==> src/rtl/i2c_reg_slave_engine.sv <==
// I2C slave byte engine feeding a register interface (addr/dataIn/writeEn, registered dataOut readback).
// Optional SCL-low stall abort enabled by defining I2C_SLAVE_TIMEOUT_EN.
module i2c_reg_slave_engine #(
  parameter logic [6:0]  DEVICE_ADDR    = 7'h3C,
  parameter int unsigned DEGLITCH_LEN   = 3,
  parameter logic [19:0] TIMEOUT_CYCLES = 20'd1000000
) (
  input  logic       clk,
  input  logic       reset_n,
  input  logic       sclIn,
  input  logic       sdaIn,
  output logic       sdaOut,
  output logic [7:0] regAddr,
  output logic [7:0] dataToRegIf,
  output logic       writeEn,
  input  logic [7:0] dataFromRegIf,
  output logic       busy
);

  localparam int unsigned LINE_SCL = 0;
  localparam int unsigned LINE_SDA = 1;

  typedef enum logic [3:0] {
    IDLE, DEV_ADDR, ACK_DEV, REG_ADDR, ACK_REG, WR_DATA, ACK_WR,
    RD_LOAD, RD_DATA, RD_ACK, WAIT_STOP
  } state_t;

  logic [1:0] meta_q, sync_q, filt_q, filt_prev_q;
  logic [2:0] glitch_cnt_q [2];

  // Two-flop synchroniser then a run-length deglitch filter on both lines
  always_ff @(posedge clk) begin
    if (!reset_n) begin
      meta_q          <= '1;
      sync_q          <= '1;
      filt_q          <= '1;
      filt_prev_q     <= '1;
      glitch_cnt_q[0] <= '0;
      glitch_cnt_q[1] <= '0;
    end else begin
      meta_q      <= {sdaIn, sclIn};
      sync_q      <= meta_q;
      filt_prev_q <= filt_q;
      for (int i = 0; i < 2; i++) begin
        if (sync_q[i] == filt_q[i]) begin
          glitch_cnt_q[i] <= '0;
        end else if (glitch_cnt_q[i] == 3'(DEGLITCH_LEN - 1)) begin
          filt_q[i]       <= sync_q[i];
          glitch_cnt_q[i] <= '0;
        end else begin
          glitch_cnt_q[i] <= glitch_cnt_q[i] + 3'd1;
        end
      end
    end
  end

  logic scl_f, sda_f, scl_rise, scl_fall, start_cond, stop_cond;
  assign scl_f      = filt_q[LINE_SCL];
  assign sda_f      = filt_q[LINE_SDA];
  assign scl_rise   = scl_f & ~filt_prev_q[LINE_SCL];
  assign scl_fall   = ~scl_f & filt_prev_q[LINE_SCL];
  assign start_cond = scl_f & filt_prev_q[LINE_SCL] & filt_prev_q[LINE_SDA] & ~sda_f;
  assign stop_cond  = scl_f & filt_prev_q[LINE_SCL] & ~filt_prev_q[LINE_SDA] & sda_f;

  state_t     state_q, state_d;
  logic [2:0] bit_cnt_q, bit_cnt_d;
  logic [7:0] shift_q, shift_d;
  logic       rw_q, rw_d;
  logic       sda_out_q, sda_out_d;
  logic [7:0] reg_addr_q, reg_addr_d;
  logic [7:0] data_q, data_d;
  logic       wr_en_q, wr_en_d;
  logic       busy_q, busy_d;
  logic [7:0] byte_in;

  assign byte_in = {shift_q[6:0], sda_f};

`ifdef I2C_SLAVE_TIMEOUT_EN
  logic [19:0] to_cnt_q, to_cnt_d;
`endif

  always_ff @(posedge clk) begin
    if (!reset_n) begin
      state_q    <= IDLE;
      bit_cnt_q  <= '0;
      shift_q    <= '0;
      rw_q       <= 1'b0;
      sda_out_q  <= 1'b1;
      reg_addr_q <= '0;
      data_q     <= '0;
      wr_en_q    <= 1'b0;
      busy_q     <= 1'b0;
`ifdef I2C_SLAVE_TIMEOUT_EN
      to_cnt_q   <= '0;
`endif
    end else begin
      state_q    <= state_d;
      bit_cnt_q  <= bit_cnt_d;
      shift_q    <= shift_d;
      rw_q       <= rw_d;
      sda_out_q  <= sda_out_d;
      reg_addr_q <= reg_addr_d;
      data_q     <= data_d;
      wr_en_q    <= wr_en_d;
      busy_q     <= busy_d;
`ifdef I2C_SLAVE_TIMEOUT_EN
      to_cnt_q   <= to_cnt_d;
`endif
    end
  end

  always_comb begin
    state_d    = state_q;
    bit_cnt_d  = bit_cnt_q;
    shift_d    = shift_q;
    rw_d       = rw_q;
    sda_out_d  = sda_out_q;
    reg_addr_d = reg_addr_q;
    data_d     = data_q;
    wr_en_d    = 1'b0;
    busy_d     = busy_q;

    if (start_cond) begin
      state_d   = DEV_ADDR;
      bit_cnt_d = '0;
      sda_out_d = 1'b1;
    end else if (stop_cond) begin
      state_d   = IDLE;
      bit_cnt_d = '0;
      sda_out_d = 1'b1;
      busy_d    = 1'b0;
    end else begin
      case (state_q)
        DEV_ADDR: if (scl_rise) begin
          shift_d   = byte_in;
          bit_cnt_d = bit_cnt_q + 3'd1;
          if (bit_cnt_q == 3'd7) begin
            if (shift_q[6:0] == DEVICE_ADDR) begin
              rw_d    = sda_f;
              busy_d  = 1'b1;
              state_d = ACK_DEV;
            end else begin
              busy_d  = 1'b0;
              state_d = WAIT_STOP;
            end
          end
        end
        // ACK phases: pull low on the first SCL fall, release on the second
        ACK_DEV: if (scl_fall) begin
          sda_out_d = ~sda_out_q;
          if (!sda_out_q) state_d = rw_q ? RD_LOAD : REG_ADDR;
        end
        REG_ADDR: if (scl_rise) begin
          shift_d   = byte_in;
          bit_cnt_d = bit_cnt_q + 3'd1;
          if (bit_cnt_q == 3'd7) begin
            reg_addr_d = byte_in;
            state_d    = ACK_REG;
          end
        end
        ACK_REG: if (scl_fall) begin
          sda_out_d = ~sda_out_q;
          if (!sda_out_q) state_d = WR_DATA;
        end
        WR_DATA: if (scl_rise) begin
          shift_d   = byte_in;
          bit_cnt_d = bit_cnt_q + 3'd1;
          if (bit_cnt_q == 3'd7) begin
            data_d  = byte_in;
            wr_en_d = 1'b1;
            state_d = ACK_WR;
          end
        end
        ACK_WR: if (scl_fall) begin
          sda_out_d = ~sda_out_q;
          if (!sda_out_q) begin
            reg_addr_d = reg_addr_q + 8'd1;
            state_d    = WR_DATA;
          end
        end
        // Wait out the interface latency, latch, then drive the MSB only while SCL is low
        RD_LOAD: begin
          case (bit_cnt_q)
            3'd0:    bit_cnt_d = 3'd1;
            3'd1: begin
              shift_d   = dataFromRegIf;
              bit_cnt_d = 3'd2;
            end
            default: if (!scl_f) begin
              sda_out_d = shift_q[7];
              bit_cnt_d = '0;
              state_d   = RD_DATA;
            end
          endcase
        end
        RD_DATA: if (scl_fall) begin
          if (bit_cnt_q == 3'd7) begin
            sda_out_d = 1'b1;
            bit_cnt_d = '0;
            state_d   = RD_ACK;
          end else begin
            shift_d   = {shift_q[6:0], 1'b0};
            sda_out_d = shift_q[6];
            bit_cnt_d = bit_cnt_q + 3'd1;
          end
        end
        // Address advances past every transmitted byte, ACKed or not
        RD_ACK: if (scl_rise) begin
          reg_addr_d = reg_addr_q + 8'd1;
          bit_cnt_d  = '0;
          if (!sda_f) begin
            state_d = RD_LOAD;
          end else begin
            busy_d  = 1'b0;
            state_d = WAIT_STOP;
          end
        end
        default: ;
      endcase
    end

`ifdef I2C_SLAVE_TIMEOUT_EN
    to_cnt_d = (busy_q && !scl_f) ? to_cnt_q + 20'd1 : '0;
    if (busy_q && !scl_f && (to_cnt_q == TIMEOUT_CYCLES - 20'd1)) begin
      state_d   = IDLE;
      bit_cnt_d = '0;
      sda_out_d = 1'b1;
      busy_d    = 1'b0;
      wr_en_d   = 1'b0;
      to_cnt_d  = '0;
    end
`endif
  end

  assign sdaOut      = sda_out_q;
  assign regAddr     = reg_addr_q;
  assign dataToRegIf = data_q;
  assign writeEn     = wr_en_q;
  assign busy        = busy_q;

endmodule

==> config.mk <==
export PLATFORM = sky130hd
export DESIGN_NAME = i2c_reg_slave_engine
export DESIGN_NICKNAME = d
export VERILOG_FILES = /design/src/rtl/i2c_reg_slave_engine.sv
export SDC_FILE = /design/constraint.sdc
export NUM_CORES = 1
export LEC_CHECK = 0
export ABC_CLOCK_PERIOD_IN_PS = 5690
export BUFFER_PORTS_ARGS = -buffer_cell sky130_fd_sc_hd__buf_2
export CAP_MARGIN = 10
export CORE_UTILIZATION = 45
export CTS_BUF_LIST = sky130_fd_sc_hd__clkbuf_2
export DETAILED_ROUTE_END_ITERATION = 6
export PLACE_DENSITY_LB_ADDON = 0.08
export SLEW_MARGIN = 15
export SYNTH_ARGS = -nofsm -noshare
export SYNTH_HDL_FRONTEND = slang
export SYNTH_SLANG_ARGS = --single-unit
==> constraint.sdc <==
create_clock -name clk -period 5.69 [get_ports clk]
set_clock_uncertainty 0.2 [all_clocks]
set_input_delay 1.138 -clock clk [delete_from_list [all_inputs] [get_ports clk]]
set_output_delay 1.138 -clock clk [all_outputs]
set_load 0.05 [all_outputs]
==> impl_metrics.py, run 1 <==
metrics = {
    "outcome": {
        "status": "completed",
    },
    "synth": {
        "yosysTopAreaCell": "dfxtp_1",
        "synthArstFlopShare": 0,
        "seq_area_frac_synth": 0.371,
        "syn_area_per_cell_um2": 8.48,
        "synth-edff-count": 6,
        "ys_ff_latch": 49,
        "synthFlopType": "dfxtp_1",
        "yosysWarnings": 0,
        "yosys.area.top_type_share": 0.307,
        "syn_inst": 331,
        "syn_area_um2": 2810,
        "synth_cell_types": 66,
        "yosys-top-cells-area": "dfxtp_1 (31%), edfxtp_1 (6.4%), nor2_1 (5.6%)",
    },
    "clock_tree": {
        "hold_buffers": 0,
        "clkTransAtPathRegs_ns": 0.25,
        "root_buffer": "clkbuf_2",
        "htreeDepth": 2,
        "clockBufferDepth": 2,
        "cts_sinks": 49,
        "postCtsResizedCells": 0,
        "postCtsSetupBuffers": 0,
        "cts_tree": "yes",
        "cts_buffers": 5,
        "insertion_delay_ns": 0.44,
    },
    "critical_path": {
        "r2r_cells": 5,
        "crit_slowest_cell": "dfxtp_1",
        "rrSetupSlack_ns": 2.72,
        "path_cells": "or4b_4 -> or3_4 -> a221oi_4 -> nor2_1 -> a311oi_1",
        "max_stage_delay_ns": 0.80,
        "start_kind": "register",
        "crit_arrival_ns": 3.12,
        "critPathKind": "reg2reg",
        "rr_startpoint": "state_q[3]",
        "r2r-end": "shift_q[2]",
        "crit_fanout": 23,
        "cp-end-kind": "register",
        "crit_required_ns": 5.85,
    },
    "finish": {
        "n_antenna_cell": 0,
        "nets": 372,
        "final_common_cell": "dfxtp_1",
        "drive_above_1_share": 0.139,
        "area_growth_pct": 8.52,
        "final_core_util": 0.511,
        "final_cell_mix": "dfxtp_1 (43), nor2_1 (42), nand2_1 (30), buf_2 (30), a21oi_1 (20)",
    },
    "die": {
        "die-area_um2": 6560,
        "core_um2": 5960,
        "core.rowCount": 28,
        "die_h_um": 81.0,
        "initial_core_util": 0.471,
        "die-width_um": 81.0,
        "ios": 31,
    },
    "sta": {
        "slew_violations": 0,
        "setup_tns_ns": 0,
        "fmax_ghz": 0.337,
        "worstMarginPinSlew_ns": 0.875,
        "final_hold_viol_count": 0,
        "setup_viol": 0,
        "period_minus_slack_ns": 2.97,
        "maxSlewHeadroom": 0.416,
        "rsz0062_at_grt": "no",
        "whs_ns": 0.241,
        "fin_crit_sh": 0.521,
        "setup_ws_ns": 2.72,
    },
    "detailed_routing": {
        "first_pass_iters": 7,
        "drcViolationCount": 0,
        "drt_first_iter_violations": 125,
        "vias": 2471,
        "viasPerCell": 5.79,
        "ant_nets": 0,
        "routed_wl_um": 6690,
        "wl_per_cell_um": 15.7,
    },
    "global_routing": {
        "grt_pass1_wl_um": 10600,
        "grt.total_usage": 0.214,
        "antenna_found_initial": 0,
        "overflow": 0,
        "grt_pass1_vias": 2136,
        "grt_max_degree": 25,
    },
    "power": {
        "p_per_area_nw_per_um2": 193,
        "max-vdd-ir-drop_mv": 0.102,
        "leakage_uw": 0.00124,
    },
    "placed_design": {
        "port_buffers": 30,
        "pre_cts_ws_ns": 2.82,
        "dpl.hpwl_um": 4820,
        "gp_congestion": 0.852,
    },
    "run": {
        "max_cap_violations": 0,
    },
    "hold_path": {
        "worstHoldStart": "meta_q[1]",
        "hold_end": "sync_q[1]",
        "min_path_type": "reg2reg",
        "hold_depth": 1,
    },
}
## power by group
| group | internal [µW] | switching [µW] |
|---|---|---|
| sequential | 356 | 7.24 |
| clock | 74.7 | 115 |
| combinational | 12.6 | 20.7 |
## logic make-up (layout without fill, tap and decap cells)
| logic type | Yosys count | in the layout | share of synthesized area |
|---|---|---|---|
| fa+ha+maj | 9 | 9 | 0.0401 |
| flops | 49 | 49 | 0.371 |
| simple gates | 141 | 141 | 0.262 |
| xor+xnor | 3 | 3 | 0.00936 |
| mux | 13 | 13 | 0.0468 |
| other cells | 1 | 6 | 0.00134 |
| compound gates | 82 | 82 | 0.221 |
| buf+inv | 33 | 49 | 0.0486 |
## stage by stage
stage / cell area, µm² / total power, µW / cells
after global placement: 2970 / 402 / 419
after global routing: 3050 / 616 / 427
after detailed placement: 2970 / 403 / 419
final: 3050 / 587 / 427
after CTS: 3050 / 595 / 427
after floorplan: 2830 / 392 / 336
## sequential cells by signal, summed over array words and instances, names as in the netlist
signal / flops
bit_cnt_q: 3
busy: 1
dataToRegIf: 8
filt_prev_q: 2
filt_q: 2
glitch_cnt_q: 6
meta_q: 2
regAddr: 8
rw_q: 1
sdaOut: 1
shift_q: 8
state_q: 4
sync_q: 2
writeEn: 1
## worst max path at each step
| stage | end | cells after the start | startpoint |
|---|---|---|---|
| after floorplan | shift_q[3] | 8 | bit_cnt_q[0] |
| after global placement | shift_q[7] | 5 | state_q[3] |
| after detailed placement | shift_q[2] | 5 | state_q[3] |
| after CTS | shift_q[2] | 5 | state_q[3] |
| after global routing | shift_q[7] | 5 | state_q[3] |
| final | shift_q[2] | 5 | state_q[3] |
## metal layers
metal  part of all wire  vias to the layer above  global-route usage
met5                  0                        -                   0
met4              0.014                        0              0.0625
met3              0.068                       12              0.0337
met2               0.44                       83               0.324
met1               0.48                     1131               0.309
li1                   -                     1245                   -
## synthesized netlist by cell type (all sizes together), types with 3 or more instances
master,instances
ha,9
or3,4
clkbuf,17
nor2,42
o221a,3
inv,10
dfxtp,43
a311oi,9
a21boi,3
and3,8
nand2b,14
o21ai,10
o21a,3
mux2i,12
a21oi,20
nand2,30
o211ai,3
nor3b,3
buf,5
a211oi,3
edfxtp,6
nand4,4
nand3,11
nor3,3
nor2b,6
o32ai,4
## critical path, delay by kind of cell, from the launching register on
kind | cells | cell delay [ns]
flip-flops | 1 | 0.80
AND/OR/NAND/NOR | 3 | 1.00
AO/OA/AOI/OAI | 2 | 0.87
## layout make-up
class,count,area (µm²)
clock buffers,5,25.0
clock inverters,3,46.3
fillers,600,2910
inverters,11,41.3
multi-input cells,254,1650
flip-flops and latches,49,1040
well taps,75,93.8
repair buffers,30,150
(Power assumes the default switching activity.)
==> run 2: changes to the inputs <==
--- a/config.mk
+++ b/config.mk
@@ -5,7 +5,8 @@
 export SDC_FILE = /design/constraint.sdc
 export NUM_CORES = 1
 export LEC_CHECK = 0
-export ABC_CLOCK_PERIOD_IN_PS = 5690
+export ABC_AREA = 1
+export ABC_CLOCK_PERIOD_IN_PS = 3000
 export BUFFER_PORTS_ARGS = -buffer_cell sky130_fd_sc_hd__buf_2
 export CAP_MARGIN = 10
 export CORE_UTILIZATION = 45
==> constraint.sdc (replaced) <==
create_clock -name clk -period 3 [get_ports clk]
set_clock_uncertainty 0.2 [all_clocks]
set_input_delay 0.6 -clock clk [delete_from_list [all_inputs] [get_ports clk]]
set_output_delay 0.6 -clock clk [all_outputs]
set_load 0.05 [all_outputs]
==> impl_metrics.py, run 2 <==
metrics = {
    "synth": {
        "yosys.area.top_type_share": 0.318,
        "synth-edff-count": 6,
        "synthFlopType": "dfxtp_1",
        "synth_compound_gate_area_share": 0.160,
        "syn_area_per_cell_um2": 6.92,
        "synth_cell_types": 36,
        "synthAdderAreaFrac": 0.0416,
        "synth_mux_area_frac": 0,
        "syn_area_um2": 2710,
        "yosysWarnings": 0,
        "seq_area_frac_synth": 0.384,
        "synthArstFlopShare": 0,
        "synth-xor-area-share": 0.0129,
        "yosys-top-cells-area": "dfxtp_1 (32%), nand2_1 (11%), nor2_1 (8.7%)",
        "synth_simple_gate_area_share": 0.325,
        "synth_top_family_by_area": "simple AND/OR/NAND/NOR gates",
        "yosysTopAreaCell": "dfxtp_1",
        "syn_inst": 391,
        "ys_ff_latch": 49,
        "synth.most_common_cell": "nand2_1",
        "ys_top_cells_by_count": "nand2_1 (77), nor2_1 (63), o21ai_0 (46)",
    },
    "global_routing": {
        "antenna_found_initial": 0,
        "grt.total_usage": 0.224,
        "grt_pass1_vias": 2263,
        "grt_pass1_wl_um": 10900,
        "overflow": 0,
        "grt_max_degree": 29,
    },
    "clock_tree": {
        "postCtsResizedCells": 0,
        "clkTransAtPathRegs_ns": 0.26,
        "cts_sinks": 49,
        "insertion_delay_ns": 0.43,
        "postCtsSetupBuffers": 0,
        "cts_tree": "yes",
        "hold_buffers": 0,
        "htreeDepth": 2,
        "clockBufferDepth": 2,
        "root_buffer": "clkbuf_2",
        "cts_buffers": 5,
    },
    "sta": {
        "period_minus_slack_ns": 2.09,
        "fmax_ghz": 0.478,
        "setup_viol": 0,
        "worstMarginPinSlew_ns": 0.548,
        "slew_violations": 0,
        "rsz0062_at_grt": "no",
        "whs_ns": 0.121,
        "final_hold_viol_count": 0,
        "fin_crit_sh": 0.697,
        "setup_tns_ns": 0,
        "maxSlewHeadroom": 0.634,
    },
    "critical_path": {
        "critPathKind": "reg2reg",
        "cp-end-kind": "register",
        "crit_slowest_cell": "dfxtp_1",
        "r2r_cells": 10,
        "crit_arrival_ns": 2.26,
        "crit_fanout": 13,
        "rr_startpoint": "state_q[1]",
        "start_kind": "register",
        "crit_buf_inv": 3,
        "crit_required_ns": 3.17,
        "r2r-end": "regAddr[2]",
        "path_cells": "inv_1 -> nor2_1 -> nand2_1 -> nand2_4 -> inv_2 -> nand2_4 -> nand3_4 -> clkinv_4 -> nand2_1 -> a21oi_1",
        "crit_start": "state_q[1]",
        "rrSetupSlack_ns": 0.91,
        "cpLargestDelayFamily": "simple AND/OR/NAND/NOR gates",
        "max_stage_delay_ns": 0.51,
    },
    "hold_path": {
        "min_path_type": "in2reg",
        "hold_end": "meta_q[0]",
        "hold_depth": 2,
        "worstHoldStart": "sclIn",
    },
    "finish": {
        "nets": 448,
        "final_cell_mix": "nand2_1 (77), nor2_1 (63), o21ai_0 (46)",
        "area_growth_pct": 10.3,
        "final_common_cell": "nand2_1",
        "n_antenna_cell": 0,
        "nFillCells": 592,
        "drive_above_1_share": 0.166,
        "final_core_util": 0.529,
        "finalNonFillerCells": 500,
    },
    "detailed_routing": {
        "drt_first_iter_violations": 182,
        "first_pass_iters": 5,
        "vias": 2557,
        "viasPerCell": 5.11,
        "ant_nets": 0,
        "wl_per_cell_um": 13.0,
        "routed_wl_um": 6500,
        "drcViolationCount": 0,
    },
    "power": {
        "leakage_uw": 0.00139,
        "max-vdd-ir-drop_mv": 0.354,
        "p_per_area_nw_per_um2": 736,
    },
    "die": {
        "die_h_um": 79.6,
        "core_um2": 5640,
        "initial_core_util": 0.480,
        "die-width_um": 79.6,
        "core.rowCount": 27,
        "die-area_um2": 6330,
        "ios": 31,
    },
    "outcome": {
        "status": "completed",
    },
    "placed_design": {
        "place_inst": 492,
        "gp_congestion": 0.931,
        "port_buffers": 30,
        "dpl.hpwl_um": 4920,
    },
    "run": {
        "max_cap_violations": 0,
    },
}
## run 2: worst max path at each step
stage / slack, ns / cells past startpoint / endpoint
after floorplan: 0.83 / 8 / regAddr[6]
after global placement: 0.94 / 9 / regAddr[1]
after detailed placement: 0.98 / 10 / regAddr[5]
after CTS: 0.92 / 10 / regAddr[5]
after global routing: 0.72 / 10 / regAddr[2]
final: 0.91 / 10 / regAddr[2]
## run 2: final cells by class
| cell class | instances | area (µm²) | area share |
|---|---|---|---|
| repair buffers | 31 | 158 | 0.0528 |
| flip-flops and latches | 49 | 1040 | 0.349 |
| inverters | 43 | 168 | 0.0561 |
| multi-input cells | 297 | 1490 | 0.497 |
| clock inverters | 3 | 20.0 | 0.00670 |
| well taps | 72 | 90.1 | 0.0302 |
| clock buffers | 5 | 25.0 | 0.00838 |
## run 2: cell families (layout without fill, tap and decap cells)
kind of cell    count (synthesis)  after routing
buf+inv                        50             82
other cells                     1              6
xor+xnor                        4              4
flops                          49             49
compound gates                 81             81
fa+ha+maj                       9              9
simple gates                  197            197
## run 2: per-layer routing
layer  vias up  share of wire  GRT usage
met3        15          0.045     0.0354
met4         0          0.019     0.0691
met1      1139           0.47      0.301
li1       1338              -          -
met5         -              0          0
met2        65           0.46      0.365
## run 2: report_power, final
| group | internal, µW | switching [µW] |
|---|---|---|
| Clock | 60.7 | 221 |
| Combinational | 331 | 689 |
| Sequential | 775 | 122 |
## run 2: stage by stage
| stage | total power [µW] | worst slack [ns] | area (µm²) |
|---|---|---|---|
| after floorplan | 1680 | 0.834 | 2730 |
| after global placement | 1920 | 0.941 | 2940 |
| after detailed placement | 1920 | 0.983 | 2940 |
| after CTS | 2200 | 0.922 | 2990 |
| after global routing | 2390 | 0.717 | 2990 |
| final | 2200 | 0.908 | 2990 |
==> run 3: changes to the inputs <==
--- a/config.mk
+++ b/config.mk
@@ -6,7 +6,7 @@
 export NUM_CORES = 1
 export LEC_CHECK = 0
 export ABC_AREA = 1
-export ABC_CLOCK_PERIOD_IN_PS = 3000
+export ABC_CLOCK_PERIOD_IN_PS = 1900
 export BUFFER_PORTS_ARGS = -buffer_cell sky130_fd_sc_hd__buf_2
 export CAP_MARGIN = 10
 export CORE_UTILIZATION = 45
==> constraint.sdc (replaced) <==
create_clock -name clk -period 1.9 [get_ports clk]
set_clock_uncertainty 0.2 [all_clocks]
set_input_delay 0.38 -clock clk [delete_from_list [all_inputs] [get_ports clk]]
set_output_delay 0.38 -clock clk [all_outputs]
set_load 0.05 [all_outputs]
==> impl_metrics.py, run 3 (synthesis gave the netlist of run 2 again) <==
metrics = {
    "placed_design": {
        "placed_cell_area_um2": 3190,
        "dpl.hpwl_um": 5450,
        "port_buffers": 30,
        "pre_cts_ws_ns": -0.0836,
        "gp_congestion": 0.998,
    },
    "critical_path": {
        "rr_startpoint": "bit_cnt_q[0]",
        "r2r-end": "regAddr[3]",
        "crit_required_ns": 2.06,
        "crit_fanout": 9,
        "rrSetupSlack_ns": 0.1,
        "r2r_cells": 10,
        "crit_start": "bit_cnt_q[0]",
        "critPathKind": "reg2reg",
        "cp-end-kind": "register",
        "start_kind": "register",
        "crit_arrival_ns": 1.96,
    },
    "hold_path": {
        "hold_depth": 5,
        "min_path_type": "in2reg",
        "hold_end": "shift_q[7]",
        "worstHoldStart": "dataFromRegIf[7]",
    },
    "sta": {
        "rsz0062_at_grt": "yes",
        "setup_viol": 0,
        "fin_crit_sh": 0.948,
        "setup_ws_ns": 0.0997,
        "fmax_ghz": 0.555,
        "setup_tns_ns": 0,
        "final_hold_viol_count": 0,
        "slew_violations": 0,
        "period_minus_slack_ns": 1.80,
    },
    "detailed_routing": {
        "routed_wl_um": 7210,
        "drcViolationCount": 0,
        "wl_met1_um": 3510,
        "wl_per_cell_um": 13.5,
        "dr.max_layer_used": "met4",
        "viasPerCell": 5.05,
        "wl_met2_um": 3310,
        "ant_nets": 0,
        "drt_first_iter_violations": 215,
        "wl_met3_um": 309,
        "vias": 2691,
        "first_pass_iters": 4,
    },
    "power": {
        "combPwrFrac": 0.506,
        "power.internal_uw": 2250,
        "clock_power_share": 0.143,
        "p_per_area_nw_per_um2": 1180,
        "switching_share": 0.441,
        "max-vdd-ir-drop_mv": 0.542,
        "leakage_uw": 0.00157,
        "netSwitchingPower_uw": 1780,
        "seqPwrFrac": 0.350,
    },
    "die": {
        "die-area_um2": 6330,
        "ios": 31,
        "die-width_um": 79.6,
        "core_um2": 5640,
        "initial_core_util": 0.480,
        "die_h_um": 79.6,
        "core.rowCount": 27,
    },
    "clock_tree": {
        "root_buffer": "clkbuf_2",
        "htreeDepth": 2,
        "cts_tree": "yes",
        "insertion_delay_ns": 0.42,
        "clockBufferDepth": 2,
        "clkTransAtPathRegs_ns": 0.26,
        "cts_sinks": 49,
        "cts_buffers": 5,
    },
    "finish": {
        "area_growth_pct": 26.6,
        "final_common_cell": "nand2_1",
        "n_antenna_cell": 0,
        "nets": 481,
        "drive_above_1_share": 0.289,
        "final_cell_mix": "nand2_1 (74), nor2_1 (58), o21ai_0 (39)",
        "fin_area_um2": 3430,
        "final_core_util": 0.607,
    },
    "outcome": {
        "status": "completed",
    },
    "global_routing": {
        "overflow": 0,
        "grt.total_usage": 0.245,
        "grt_pass1_wl_um": 12200,
        "grt_pass1_vias": 2596,
        "antenna_found_initial": 0,
        "grt_max_degree": 29,
    },
    "run": {
        "max_cap_violations": 0,
    },
}
-- run 3: critical path: stages (launching register included) --
cell and delay [ns]:
dfxtp_4 0.43, ha_4 0.14, ha_4 0.15, inv_2 0.06
nand3_2 0.08, nand3_1 0.08, nor2_2 0.15, nand3_4 0.16
clkinv_4 0.12, nand2_1 0.06, a21oi_1 0.13
-- run 3: cell type report --
type | instances | area (µm²)
Clock buffer | 5 | 25.0
Clock inverter | 3 | 45.0
Fill cell | 554 | 2210
Inverter | 43 | 169
Multi-Input combinational cell | 297 | 1590
Sequential cell | 49 | 1070
Tap cell | 72 | 90.1
Timing Repair Buffer | 64 | 435
-- run 3: what timing repair did --
| item | CTS | global route |
|---|---|---|
| setup buffers | 0 | 3 |
| endpoints found under the hold margin | 2 | 0 |
| pin swaps | 1 | 7 |
| gates resized for setup | 7 | 41 |
| hold buffers | 2 | 0 |
| endpoints found under the setup margin | 12 | 28 |
-- run 3: layer usage --
| layer | vias to the layer above | global-route usage |
|---|---|---|
| li1 | 1402 | - |
| met1 | 1220 | 0.331 |
| met2 | 60 | 0.398 |
| met3 | 9 | 0.0480 |
| met4 | 0 | 0.0564 |
| met5 | - | 0 |
-- run 3: how the worst max path moves through the flow --
| stage | endpoint | slack [ns] | cells after the start |
|---|---|---|---|
| 6_report | regAddr[3] | 0.1 | 10 |
| 5_1_grt | state_q[0] | -0.02 | 12 |
| 4_1_cts | state_q[0] | 0.02 | 12 |
| 3_5_place_dp | regAddr[5] | -0.08 | 9 |
| 3_3_place_gp | regAddr[5] | -0.007 | 10 |
| 2_1_floorplan | regAddr[6] | 0.02 | 7 |
-- run 3: through the flow --
step,hold WS [ns],std cells,power (µW)
after floorplan,0.193,396,2660
after global placement,0.201,520,3210
after detailed placement,0.202,520,3230
after CTS,0.0593,530,3830
after global routing,0.0685,533,4380
final,0.0762,533,4030
-- run 3: power groups by stage --
stage                     logic (µW)  registers (µW)  clock network [µW]
final                           2040            1410                 578
after global routing            2300            1430                 639
after CTS                       1860            1380                 601
after detailed placement        1830            1390                   0
after global placement          1820            1390                   0
after floorplan                 1200            1450                   0
